===== config.mk =====
export PLATFORM = sky130hd
export DESIGN_NAME = memory_bus_bridge
export DESIGN_NICKNAME = d
export VERILOG_FILES = /design/src/rtl/memory_bus_bridge.sv
export SDC_FILE = /design/constraint.sdc
export NUM_CORES = 1
export LEC_CHECK = 0
export CORE_MARGIN = 3
export CORE_UTILIZATION = 43
export CTS_CLUSTER_SIZE = 28
export DETAILED_ROUTE_END_ITERATION = 8
export PLACE_DENSITY = 0.81
export SLEW_MARGIN = 10
export SYNTH_ARGS = -nofsm -noshare
export SYNTH_HDL_FRONTEND = slang
export SYNTH_SLANG_ARGS = --single-unit

===== constraint.sdc =====
create_clock -name clk -period 2.2 [get_ports clk]
set_input_delay 0.44 -clock clk [delete_from_list [all_inputs] [get_ports clk]]
set_output_delay 0.44 -clock clk [all_outputs]
set_load 0.01 [all_outputs]

===== src/rtl/memory_bus_bridge.sv =====
`default_nettype none
// ============================================================================
// Module   : memory_bus_bridge
// Purpose  : Converts the core's single-outstanding memory handshake
//            (memory_enable/memory_command in, memory_ready/memory_valid out)
//            into a request/acknowledge word bus with variable wait states.
//            Each access is latched, held on the bus until acknowledged or
//            timed out, and completed with a one-cycle memory_valid pulse.
// Revision : 1.0 - initial release
// ----------------------------------------------------------------------------
// Parameters
//   TIMEOUT_CYCLES  maximum REQUEST cycles before abort (0 = no timeout),
//                   valid range 0..65535
// Ports
//   clk                 in   clock, rising edge
//   reset               in   asynchronous active-low reset
//   memory_enable       in   request strobe, honoured only while ready
//   memory_command      in   0 = read, 1 = write
//   memory_address      in   byte address, bits [1:0] ignored
//   memory_write_data   in   lane-aligned write data
//   memory_byte_enable  in   write lane mask (ignored on reads)
//   memory_ready        out  bridge idle, can accept a request
//   memory_valid        out  one-cycle completion pulse
//   memory_read_data    out  read result, held until the next read completes
//   memory_error        out  qualifies memory_valid: bus error or timeout
//   bus_request         out  access pending on the bus
//   bus_write           out  1 = write cycle
//   bus_address         out  word-aligned address
//   bus_write_data      out  latched write data
//   bus_byte_enable     out  latched lanes, 4'b1111 for reads
//   bus_acknowledge     in   slave completes the access this cycle
//   bus_error           in   error flag, meaningful with bus_acknowledge
//   bus_read_data       in   read data, valid with bus_acknowledge
// ============================================================================
module memory_bus_bridge #(
  parameter int unsigned TIMEOUT_CYCLES = 255
) (
  input  logic        clk,
  input  logic        reset,
  input  logic        memory_enable,
  input  logic        memory_command,
  input  logic [31:0] memory_address,
  input  logic [31:0] memory_write_data,
  input  logic [3:0]  memory_byte_enable,
  output logic        memory_ready,
  output logic        memory_valid,
  output logic [31:0] memory_read_data,
  output logic        memory_error,
  output logic        bus_request,
  output logic        bus_write,
  output logic [31:0] bus_address,
  output logic [31:0] bus_write_data,
  output logic [3:0]  bus_byte_enable,
  input  logic        bus_acknowledge,
  input  logic        bus_error,
  input  logic [31:0] bus_read_data
);

  typedef enum logic [1:0] {
    S_IDLE    = 2'd0,
    S_REQUEST = 2'd1,
    S_RESPOND = 2'd2
  } state_t;

  // Timeout fires while the counter holds the value TIMEOUT_CYCLES-1, which
  // keeps bus_request high for exactly TIMEOUT_CYCLES cycles.
  localparam logic        C_TIMEOUT_EN   = (TIMEOUT_CYCLES != 0);
  localparam logic [15:0] C_TIMEOUT_LAST =
    (TIMEOUT_CYCLES == 0) ? 16'd0 : 16'(TIMEOUT_CYCLES - 1);

  state_t      state_q;
  logic        ready_q;
  logic        valid_q;
  logic        error_q;
  logic [31:0] rdata_q;
  logic        req_q;
  logic        write_q;
  logic [31:0] addr_q;
  logic [31:0] wdata_q;
  logic [3:0]  be_q;
  logic [15:0] cnt_q;
  logic [15:0] cnt_d;

  // Byte offset bits never reach the word bus.
  logic unused_addr_bits;
  assign unused_addr_bits = ^memory_address[1:0];

  // Saturating wait counter, so a disabled timeout never wraps.
  assign cnt_d = (cnt_q == 16'hFFFF) ? cnt_q : (cnt_q + 16'd1);

  always_ff @(posedge clk or negedge reset) begin
    if (!reset) begin
      state_q <= S_IDLE;
      ready_q <= 1'b1;
      valid_q <= 1'b0;
      error_q <= 1'b0;
      rdata_q <= 32'd0;
      req_q   <= 1'b0;
      write_q <= 1'b0;
      addr_q  <= 32'd0;
      wdata_q <= 32'd0;
      be_q    <= 4'd0;
      cnt_q   <= 16'd0;
    end else begin
      case (state_q)
        S_IDLE: begin
          valid_q <= 1'b0;
          error_q <= 1'b0;
          if (memory_enable) begin
            write_q <= memory_command;
            addr_q  <= {memory_address[31:2], 2'b00};
            wdata_q <= memory_write_data;
            be_q    <= memory_command ? memory_byte_enable : 4'b1111;
            cnt_q   <= 16'd0;
            req_q   <= 1'b1;
            ready_q <= 1'b0;
            state_q <= S_REQUEST;
          end
        end

        S_REQUEST: begin
          // Acknowledge is checked first so it wins over a same-cycle timeout.
          if (bus_acknowledge) begin
            if (bus_error) begin
              rdata_q <= 32'd0;
            end else if (!write_q) begin
              rdata_q <= bus_read_data;
            end
            error_q <= bus_error;
            req_q   <= 1'b0;
            valid_q <= 1'b1;
            state_q <= S_RESPOND;
          end else if (C_TIMEOUT_EN && (cnt_q == C_TIMEOUT_LAST)) begin
            rdata_q <= 32'd0;
            error_q <= 1'b1;
            req_q   <= 1'b0;
            valid_q <= 1'b1;
            state_q <= S_RESPOND;
          end else begin
            cnt_q <= cnt_d;
          end
        end

        S_RESPOND: begin
          // ready stays low during the valid cycle so a held enable cannot
          // start a second access until the controller has seen completion.
          valid_q <= 1'b0;
          error_q <= 1'b0;
          ready_q <= 1'b1;
          state_q <= S_IDLE;
        end

        default: begin
          valid_q <= 1'b0;
          error_q <= 1'b0;
          req_q   <= 1'b0;
          ready_q <= 1'b1;
          state_q <= S_IDLE;
        end
      endcase
    end
  end

  assign memory_ready     = ready_q;
  assign memory_valid     = valid_q;
  assign memory_error     = error_q;
  assign memory_read_data = rdata_q;
  assign bus_request      = req_q;
  assign bus_write        = write_q;
  assign bus_address      = addr_q;
  assign bus_write_data   = wdata_q;
  assign bus_byte_enable  = be_q;

endmodule
`default_nettype wire


Word level (Yosys, flattened, before mapping)
Cells that the tools add are included.
{"block": "word_totals", "register_bits": 121, "inputBits": 106, "word_cells": 58, "out_inout_bits": 105}
{"block": "op_classes", "n_eq_ne": 10, "n_mux": 25, "n_bitwise": 2, "reduce_logical": 9, "n_addsub": 1}
{"operator": "$mux 32", "n": 4}
{"operator": "$mux 16", "n": 4}
{"operator": "$pmux 16 s2", "n": 1}
{"operator": "$add 16x1->16 const B", "n": 1}
{"operator": "$eq 16x16->1 const B", "n": 1}
{"operator": "$eq 16x8->1 const B", "n": 1}
{"operator": "$mux 1", "n": 9}
{"operator": "$ne 2x2->1 const B", "n": 4}
{"operator": "$mux 2", "n": 3}
{"operator": "$ne 3x3->1 const B", "n": 2}
{"operator": "$reduce_and 2->1", "n": 3}
{"operator": "$reduce_and 3->1", "n": 2}
{"operator": "$reduce_and 5->1", "n": 1}
{"operator": "$mux 4", "n": 1}
{"operator": "$pmux 2 s2", "n": 1}
{"operator": "$reduce_bool 2->1", "n": 2}
{"operator": "$pmux 1 s3", "n": 1}
{"operator": "$eq 2x1->1 const B", "n": 1}
{"operator": "$eq 2x2->1 const B", "n": 1}
{"operator": "$logic_not 2->1", "n": 1}
{"operator": "$not 1->1", "n": 2}
{"operator": "$pmux 1 s2", "n": 1}

Logic depth before layout (Yosys ltp)
Gate-level depths: netlist (run 1).
{"block": "logic_depth", "word_depth": 5, "ltp_mapped": 8, "depth_no_buf": 7}

Least setup slack after synthesis (run 1)
No wires, ideal clock.
{"block": "synth_path", "path_type": "flip-flop to flip-flop", "from": "reg cnt_q[0]", "to": "reg cnt_q[7]", "setup_time_ps": 121, "period_less_slack_ps": 1842, "stages_incl_launch_ff": 8, "arrival_ps": 1721, "required_ps": 2079, "slack_ps": 358, "n_path_buf": 1, "path_cell_list": "dfrtp_1 > ha_1 > and3_1 > clkbuf_1 > nand4_4 > nor3b_1 > o22ai_1 > a22o_1"}
{"block": "synth_via", "elab_chain_cells": 5, "word_cells_on_any_way": 10, "classes_between": "1 x add/sub; 4 x eq/ne; 4 x mux; 1 x reduce/logical"}
{"item": "start: declaration", "line_no": "81", "source": "logic [15:0] cnt_q;"}
{"item": "start signal: assignment", "line_no": "140", "source": "cnt_q <= cnt_d;"}
{"item": "$add 16x1->16", "line_no": "89", "source": "assign cnt_d = (cnt_q == 16'hFFFF) ? cnt_q : (cnt_q + 16'd1);"}
{"item": "$mux 16", "line_no": "89"}
{"item": "$mux 16", "line_no": "133", "source": "end else if (C_TIMEOUT_EN && (cnt_q == C_TIMEOUT_LAST)) begin"}
{"item": "$mux 16", "line_no": "123", "source": "if (bus_acknowledge) begin"}
{"item": "$pmux 16 s2", "line_no": "105", "source": "case (state_q)"}
Several ways; a longest one is shown, not always the timed one. The select of a mux whose other input is x is not followed.
A chain may end at the register's enable or synchronous reset.

Final worst setup path (run 1)
{"block": "layout_path", "from": "reg cnt_q[0]", "to": "reg rdata_q[1] (netlist: memory_read_data[1])"}
{"block": "layout_via", "elab_chain_cells": 3}
{"item": "$eq 16x8->1", "line_no": "133"}
{"item": "$reduce_bool 2->1 (no line)"}
{"item": "$reduce_and 3->1 (no line)"}
{"item": "end signal: assignment", "line_no": "127", "source": "rdata_q <= bus_read_data;"}
{"item": "end: declaration", "line_no": "75", "source": "logic [31:0] rdata_q;"}
No other way between the ends.

==> flow_metrics.py, run 1 <==
metrics = {
    "finish": {
        "final_cells": 735,
        "stdcell_area_um2": 7825,
        "drive_above_1_share_pct": 20.50,
        "diodes": 0,
        "fill_cells": 766,
        "syn_to_final_growth_pct": 58.29,
        "fin_nets": 691,
        "final_core_util_pct": 70.94,
    },
    "synth": {
        "synth.top_cells.by_area": "dfrtp_1 (61%), mux2_2 (14%), a22o_1 (5.8%)",
        "ys_ff_latch": 121,
        "postSynth.asyncResetShare_pct": 100.0,
        "synth_most_common_cell": "dfrtp_1",
        "synth_edf_count": 0,
        "ys.flop_type": "dfrtp_1",
        "synth_area_um2": 4943,
        "yosys_warnings": 0,
        "syn_avg_cell_area_um2": 13.51,
        "yosysTopAreaCellShare_pct": 60.74,
        "ys_types": 43,
        "synth_cells": 366,
        "synth.largest_area_cell": "dfrtp_1",
        "synth.top_cells.by_count": "dfrtp_1 (120), mux2_2 (63), a22o_1 (33), o21ai_0 (16), nor2_1 (15)",
        "synth_seq_area_share_pct": 61.28,
    },
    "global_routing": {
        "grt_pass1_wl_um": 22010,
        "grt_pass1_vias": 4127,
        "grt_antenna_before_repair": 0,
        "track_usage_pct": 21.90,
        "grt_overflow": 0,
        "grt_max_degree": 49,
    },
    "detailed_routing": {
        "drtPass1Iterations": 4,
        "drc": 0,
        "drt_iter0_markers": 251,
        "ant_nets": 0,
        "wl_per_cell_um": 18.74,
        "vias_per_cell": 5.356,
        "routed-via-count": 3937,
        "wl_um": 13770,
    },
    "pwr": {
        "vdd_ir_drop_max_uv": 665.4,
        "p_per_area_nw_per_um2": 1257,
        "leakagePower_nw": 3.292,
    },
    "clock_network": {
        "cts_root_buffer": "clkbuf_16",
        "numCtsBuffers": 17,
        "clk_transition_reported_paths_ns": 0.06,
        "cts_tree": "done",
        "clock_path_buffers": 2,
        "post_cts_buffers": 0,
        "cts_sinks": 121,
        "htree_levels": 4,
        "clock_latency_ns": 0.41,
    },
    "critical_path": {
        "cp-end-kind": "flip-flop",
        "arrival_ns": 2.26,
        "crit_slowest_cell": "dfrtp_1",
        "critical_path_class": "flip-flop to flip-flop",
        "r2r_slack_ns": 0.23,
        "slowest_delay_ns": 0.44,
        "worstSetupStartpointType": "flip-flop",
        "path_cells": "inv_1 -> ha_1 -> nor4b_2 -> a41oi_4 -> nor2_2 -> nand2_2 -> buf_12 -> a22o_1",
        "required_ns": 2.49,
        "path_buf_inv": 2,
        "cp_top_family": "simple AND/OR/NAND/NOR gates",
        "cp_max_fo": 32,
    },
    "sta": {
        "fin_crit_sh_pct": 89.66,
        "fmax_mhz": 507.0,
        "maxSlewViolCount": 0,
        "tightestPinTransition_ns": 0.5293,
        "slew_headroom_pct": 64.64,
        "skew_ns": 0.008448,
        "rsz0062_at_grt": "no",
        "setup_slack_ns": 0.2275,
        "finalCriticalPeriod_ns": 1.972,
        "setup_viol": 0,
        "hold_violations": 0,
        "tns_ns": 0,
    },
    "floorplanning": {
        "die_height_um": 113.2,
        "core_area_um2": 11030,
        "initial_core_util_pct": 44.82,
        "num_rows": 38,
        "dieWidth_um": 113.2,
        "io_pins": 211,
        "die_area_um2": 12820,
    },
    "placed_design": {
        "port_buffers": 206,
        "place_area_um2": 7214,
        "place_ws_ns": 0.1633,
        "gp_congestion": 0.8468,
        "dp_cells": 703,
        "hpwlAfterDp_um": 9816,
    },
    "flow_run": {
        "drv_cap": 0,
    },
    "worst_hold_path": {
        "min-delay-path-class": "flip-flop to flip-flop",
    },
    "run_status": {
        "status": "complete, no violations",
    },
}
## power breakdown
part	leakage (nW)	total [W]	switching [W]	internal [W]
clock	0.286	0.00280	0.00102	0.00178
combinational	1.51	0.00355	0.00137	0.00218
sequential	1.50	0.00349	0.000466	0.00302
## path summary, 6_finish.rpt
path | endpoint | from | depth (start not counted)
min in group asynchronous | bus_address[10] | reset | 2
worst max-delay path | memory_read_data[1] | cnt_q[0] | 8
worst min-delay path | memory_ready | memory_ready | 2
max in group asynchronous | memory_ready | reset | 3
worst max register to register | memory_read_data[1] | cnt_q[0] | 8
worst min register to register | memory_ready | memory_ready | 2
## registers in the layout, summed over array words and instances (netlist names)
register          cells
bus_write_data       32
memory_read_data     32
bus_address          30
cnt_q                16
bus_byte_enable       4
state_q               2
bus_request           1
bus_write             1
memory_error          1
memory_ready          1
memory_valid          1
## layout by cell type (no fill, tap or decap), types with 8 or more instances in the layout
cell type | Yosys | routed
nand2_1 | 10 | 10
nor2_1 | 15 | 14
inv_1 | 10 | 10
clkbuf_16 | 0 | 17
o21ai_0 | 16 | 16
nand3_1 | 8 | 8
buf_4 | 2 | 8
mux2_2 | 63 | 63
dfrtp_1 | 120 | 120
clkdlybuf4s50_1 | 0 | 205
a31oi_1 | 11 | 11
a22o_1 | 33 | 33
## tightest hold or removal path: cells and delay by family, from the launching register on
kind	cells	cell delay, ns
DFF	1	0.37
and+or+nand+nor	2	0.13
## layer usage
| metal | wire [um] | share of wire [%] | vias up | track usage (%) |
|---|---|---|---|---|
| met1 | 5516 | 40 | 1960 | 26.79 |
| met2 | 7110 | 52 | 169 | 37.44 |
| met4 | 209 | 1.5 | 0 | 6.410 |
| met5 | 0 | 0 | - | 0 |
| met3 | 935 | 6.8 | 18 | 6.791 |
| li1 | - | - | 1790 | - |
## kinds of logic after synthesis
family | Yosys count | share of synthesized area (%)
AOI/OAI and AO/OA | 85 | 12.91
adders and majority gates | 2 | 0.5061
buffers and inverters | 33 | 3.746
DFF | 121 | 61.28
muxes | 63 | 14.35
other | 1 | 0.07586
and+or+nand+nor | 61 | 7.137
## timing repair
action,in CTS,in global routing
hold buffers,1,0
resized for setup,0,0
endpoints found under the hold margin,29,0
## stage by stage
| step | power (W) | hold WS, ns |
|---|---|---|
| 3_3_place_gp | 0.006927 | 0.3976 |
| 3_5_place_dp | 0.007075 | 0.4109 |
| 4_1_cts | 0.009950 | 0.4935 |
| 2_1_floorplan | 0.004886 | 0.1444 |
| 5_1_grt | 0.01033 | 0.5063 |
| 6_report | 0.009836 | 0.4911 |
## cell type report
type | count | area [um2] | share of cell area [%]
timing repair buffer | 220 | 2242 | 28.65
clock buffer | 17 | 425.4 | 5.437
multi-input combinational | 213 | 1740 | 22.24
inverter | 10 | 37.54 | 0.4797
clock inverter | 14 | 175.2 | 2.239
tap | 140 | 175.2 | 2.239
sequential | 121 | 3029 | 38.71
Note: power is estimated with default switching activity, not from simulation.
==> inputs of run 2 (changes only) <==
--- a/config.mk
+++ b/config.mk
@@ -9,7 +9,7 @@
 export CORE_UTILIZATION = 43
 export CTS_CLUSTER_SIZE = 28
 export DETAILED_ROUTE_END_ITERATION = 8
-export PLACE_DENSITY = 0.81
+export PLACE_DENSITY = 0.91
 export SLEW_MARGIN = 10
 export SYNTH_ARGS = -nofsm -noshare
 export SYNTH_HDL_FRONTEND = slang
==> flow_metrics.py, run 2 (synthesis gave the netlist of run 1 again) <==
metrics = {
    "floorplanning": {
        "core_area_um2": 11030,
        "initial_core_util_pct": 44.82,
        "num_rows": 38,
        "dieWidth_um": 113.2,
        "io_pins": 211,
        "die_area_um2": 12820,
        "die_height_um": 113.2,
    },
    "placed_design": {
        "hpwlAfterDp_um": 9784,
        "place_ws_ns": 0.1660,
        "gp_congestion": 0.8494,
        "port_buffers": 206,
        "dp_cells": 700,
    },
    "finish": {
        "fin_nets": 688,
        "multi_input_area_um2": 1740,
        "layout_common_cells": "clkdlybuf4s50_1 (205), dfrtp_1 (120), mux2_2 (63)",
        "regArea_um2": 3029,
        "final_cells": 730,
        "final_common_cell": "clkdlybuf4s50_1",
        "diodes": 0,
        "fill_cells": 733,
        "syn_to_final_growth_pct": 57.63,
        "drive_above_1_share_pct": 19.83,
        "final_core_util_pct": 70.64,
    },
    "detailed_routing": {
        "vias_per_cell": 5.303,
        "ant_nets": 0,
        "drc": 0,
        "wl_um": 13760,
        "routed-via-count": 3871,
        "drt_iter0_markers": 322,
        "wl_per_cell_um": 18.85,
        "drtPass1Iterations": 5,
    },
    "critical_path": {
        "endpoint": "cnt_q[7]",
        "arrival_ns": 2.30,
        "path_buf_inv": 0,
        "critical_path_class": "flip-flop to flip-flop",
        "cp-startpoint": "cnt_q[0]",
        "cp_max_fo": 10,
        "crit_slowest_cell": "dfrtp_1",
        "r2r_end": "cnt_q[7]",
        "cp_top_family": "simple AND/OR/NAND/NOR gates",
        "worstSetupStartpointType": "flip-flop",
        "r2r_slack_ns": 0.18,
        "crit_cells": 6,
        "slowest_delay_ns": 0.44,
        "reg2regPathDepth": 6,
        "timing.rr.start": "cnt_q[0]",
        "required_ns": 2.48,
        "cp-end-kind": "flip-flop",
        "path_cells": "ha_1 -> and3_1 -> nand4_4 -> nor3b_1 -> o22ai_1 -> a22o_1",
    },
    "worst_hold_path": {
        "min-delay-path-class": "primary input to asynchronous set/reset pin",
    },
    "pwr": {
        "vdd_ir_drop_max_uv": 740.5,
        "leakagePower_nw": 3.288,
        "p_per_area_nw_per_um2": 1259,
        "power_w": 0.009810,
    },
    "clock_network": {
        "cts_sinks": 121,
        "numCtsBuffers": 17,
        "postCtsHoldBufs": 1,
        "clock_latency_ns": 0.40,
        "ctsResizeCount": 0,
        "cts_root_buffer": "clkbuf_16",
        "clock_path_buffers": 2,
        "clk_transition_reported_paths_ns": 0.06,
        "htree_levels": 4,
        "cts_tree": "done",
        "post_cts_buffers": 0,
    },
    "flow_run": {
        "drv_cap": 0,
    },
    "global_routing": {
        "track_usage_pct": 21.79,
        "grt_max_degree": 58,
        "grt_pass1_vias": 4184,
        "grt_overflow": 0,
        "grt_antenna_before_repair": 0,
        "grt_pass1_wl_um": 21870,
    },
    "sta": {
        "setup_viol": 0,
        "setup_slack_ns": 0.1822,
        "maxSlewViolCount": 0,
        "finalCriticalPeriod_ns": 2.018,
        "rsz0062_at_grt": "no",
        "skew_ns": 0.008521,
        "fmax_mhz": 495.6,
        "hold_violations": 0,
        "tns_ns": 0,
        "fin_crit_sh_pct": 91.72,
    },
    "run_status": {
        "status": "complete, no violations",
    },
}
## run 2: changes by cell type in the layout (fill, tap and decap cells not counted), sizes merged
cell	previous run	this run
buf	14	11
clkbuf	17	20
clkinvlp	3	0
inv	12	10
## run 2: metrics by stage
step                      cell area [um2]  hold WS [ns]
after floorplan                      4947        0.1444
after global placement               7192        0.3270
after detailed placement             7192        0.3334
after CTS                            7792        0.4543
after global routing                 7792        0.4529
final                                7792        0.4557
## run 2: metal layers
layer  vias to the layer above  track usage [%]  part of all wire [%]
met1                      1896            25.61                    39
met2                       172            38.11                    52
met4                         0            6.410                   1.8
li1                       1781                -                     -
met5                         -                0                     0
met3                        22            7.112                   7.3
## run 2: cell type report
class                   count  area share, %
clock buffers              20          5.989
multi-input cells         213          22.33
inverters                  10         0.4817
clock inverters             9          1.590
repair buffers            217          28.48
well taps                 140          2.248
flip-flops and latches    121          38.87
## run 2: worst min-delay path by stage
stage	startpoint	endpoint	slack [ns]
after floorplan	reset	bus_address[10]	0.14
after global placement	reset	bus_address[22]	0.33
after detailed placement	reset	bus_address[22]	0.33
after CTS	reset	bus_address[22]	0.45
after global routing	reset	bus_address[22]	0.45
final	reset	bus_address[22]	0.46
## run 2: report_power, final
| part | internal, W | total, W | leakage (nW) | switching (W) |
|---|---|---|---|---|
| Combinational | 0.00217 | 0.00353 | 1.49 | 0.00136 |
| Clock | 0.00184 | 0.00278 | 0.297 | 0.000934 |
| Sequential | 0.00302 | 0.00351 | 1.50 | 0.000483 |
==> inputs of run 3 (changes only) <==
--- a/config.mk
+++ b/config.mk
@@ -10,6 +10,7 @@
 export CTS_CLUSTER_SIZE = 28
 export DETAILED_ROUTE_END_ITERATION = 8
 export PLACE_DENSITY = 0.91
+export SKIP_CTS_REPAIR_TIMING = 1
 export SLEW_MARGIN = 10
 export SYNTH_ARGS = -nofsm -noshare
 export SYNTH_HDL_FRONTEND = slang
==> flow_metrics.py, run 3 (synthesis gave the netlist of run 1 again) <==
metrics = {
    "run_status": {
        "status": "complete, no violations",
    },
    "critical_path": {
        "cp_max_fo": 10,
        "path_cells": "ha_1 -> and3_1 -> nand4_4 -> nor3b_1 -> o22ai_1 -> a22o_1",
        "slowest_delay_ns": 0.44,
        "critical_path_class": "flip-flop to flip-flop",
        "crit_slowest_cell": "dfrtp_1",
        "arrival_ns": 2.29,
        "cp-startpoint": "cnt_q[0]",
        "path_buf_inv": 0,
        "worstSetupStartpointType": "flip-flop",
        "timing.rr.start": "cnt_q[0]",
        "required_ns": 2.48,
        "cp_top_family": "simple AND/OR/NAND/NOR gates",
        "cp-end-kind": "flip-flop",
    },
    "sta": {
        "setup_viol": 0,
        "finalCriticalPeriod_ns": 2.002,
        "hold_ws_ns": 0.4559,
        "skew_ns": 0.009984,
        "tns_ns": 0,
        "hold_violations": 0,
        "maxSlewViolCount": 0,
        "rsz0062_at_grt": "no",
        "fmax_mhz": 499.5,
        "fin_crit_sh_pct": 91.00,
    },
    "detailed_routing": {
        "routed-via-count": 3867,
        "drtPass1Iterations": 4,
        "ant_nets": 0,
        "vias_per_cell": 5.297,
        "drt_iter0_markers": 321,
        "wl_per_cell_um": 18.87,
        "drc": 0,
        "wl_um": 13780,
    },
    "clock_network": {
        "clk_transition_reported_paths_ns": 0.06,
        "clock_latency_ns": 0.40,
        "htree_levels": 4,
        "cts_sinks": 121,
        "numCtsBuffers": 17,
        "cts_root_buffer": "clkbuf_16",
        "clock_path_buffers": 2,
        "cts_tree": "done",
    },
    "pwr": {
        "p_per_area_nw_per_um2": 1259,
        "vdd_ir_drop_max_uv": 740.5,
        "leakagePower_nw": 3.288,
        "power_w": 0.009811,
    },
    "floorplanning": {
        "die_area_um2": 12820,
        "num_rows": 38,
        "die_height_um": 113.2,
        "dieWidth_um": 113.2,
        "initial_core_util_pct": 44.82,
        "io_pins": 211,
        "core_area_um2": 11030,
    },
    "finish": {
        "final_core_util_pct": 70.64,
        "final_cells": 730,
        "syn_to_final_growth_pct": 57.63,
        "layout_common_cells": "clkdlybuf4s50_1 (205), dfrtp_1 (120), mux2_2 (63)",
        "fin_nets": 688,
        "diodes": 0,
        "drive_above_1_share_pct": 19.83,
        "final_common_cell": "clkdlybuf4s50_1",
        "fill_cells": 733,
    },
    "global_routing": {
        "grt_pass1_wl_um": 21600,
        "grt_antenna_before_repair": 0,
        "grt_pass1_vias": 4164,
        "grt_max_degree": 58,
        "grt_overflow": 0,
        "track_usage_pct": 21.47,
    },
    "placed_design": {
        "dp_cells": 700,
        "port_buffers": 206,
        "hpwlAfterDp_um": 9784,
        "gp_congestion": 0.8494,
    },
    "worst_hold_path": {
        "min-delay-path-class": "primary input to asynchronous set/reset pin",
    },
    "flow_run": {
        "drv_cap": 0,
    },
}
==> run 3: cell counts in the layout (fill, tap and decap cells not counted) <==
Identical to the previous run, type by type.
==> run 3: cell type report <==
type                       instances  area [um2]  area share [%]
sequential                       121        3029           38.87
multi-input combinational        213        1740           22.33
inverter                          10       37.54          0.4817
clock buffer                      20       466.7           5.989
clock inverter                     9       123.9           1.590
tap                              140       175.2           2.248
timing repair buffer             217        2220           28.48
==> run 3: report_power, final <==
| part | switching [W] | internal, W | total [W] |
|---|---|---|---|
| combinational | 0.00136 | 0.00217 | 0.00353 |
| sequential | 0.000483 | 0.00302 | 0.00351 |
| clock | 0.000935 | 0.00184 | 0.00278 |
==> run 3: routing by layer <==
layer  wire (um)  share of wire (%)  global-route usage (%)  vias up
met5           0                  0                       0        -
met3         982                7.1                   7.112       20
met4         233                1.7                   6.410        0
met1        5426                 39                   25.49     1899
li1            -                  -                       -     1780
met2        7133                 52                   37.12      168
==> run 3: worst paths after layout <==
kind	slack [ns]	cells past startpoint	to
worst max-delay path	0.20	6	cnt_q[7]
worst min-delay path	0.46	2	bus_address[22]
worst max register to register	0.20	6	cnt_q[7]
worst min register to register	0.50	1	memory_read_data[22]
max in group asynchronous	1.10	3	memory_ready
min in group clk	0.50	1	memory_read_data[22]
==> run 3: per-stage QoR <==
step / area (um2) / setup WS, ns
2_1_floorplan: 4947 / 0.3584
3_3_place_gp: 7192 / 0.2310
3_5_place_dp: 7192 / 0.1660
4_1_cts: 7782 / 0.1766
5_1_grt: 7792 / 0.05038
6_report: 7792 / 0.1979
==> run 3: worst reg2reg max path, stage by stage, from the launching register on <==
cell	delay (ns)
dfrtp_1	0.44
ha_1	0.28
and3_1	0.28
nand4_4	0.19
nor3b_1	0.32
o22ai_1	0.14
a22o_1	0.25
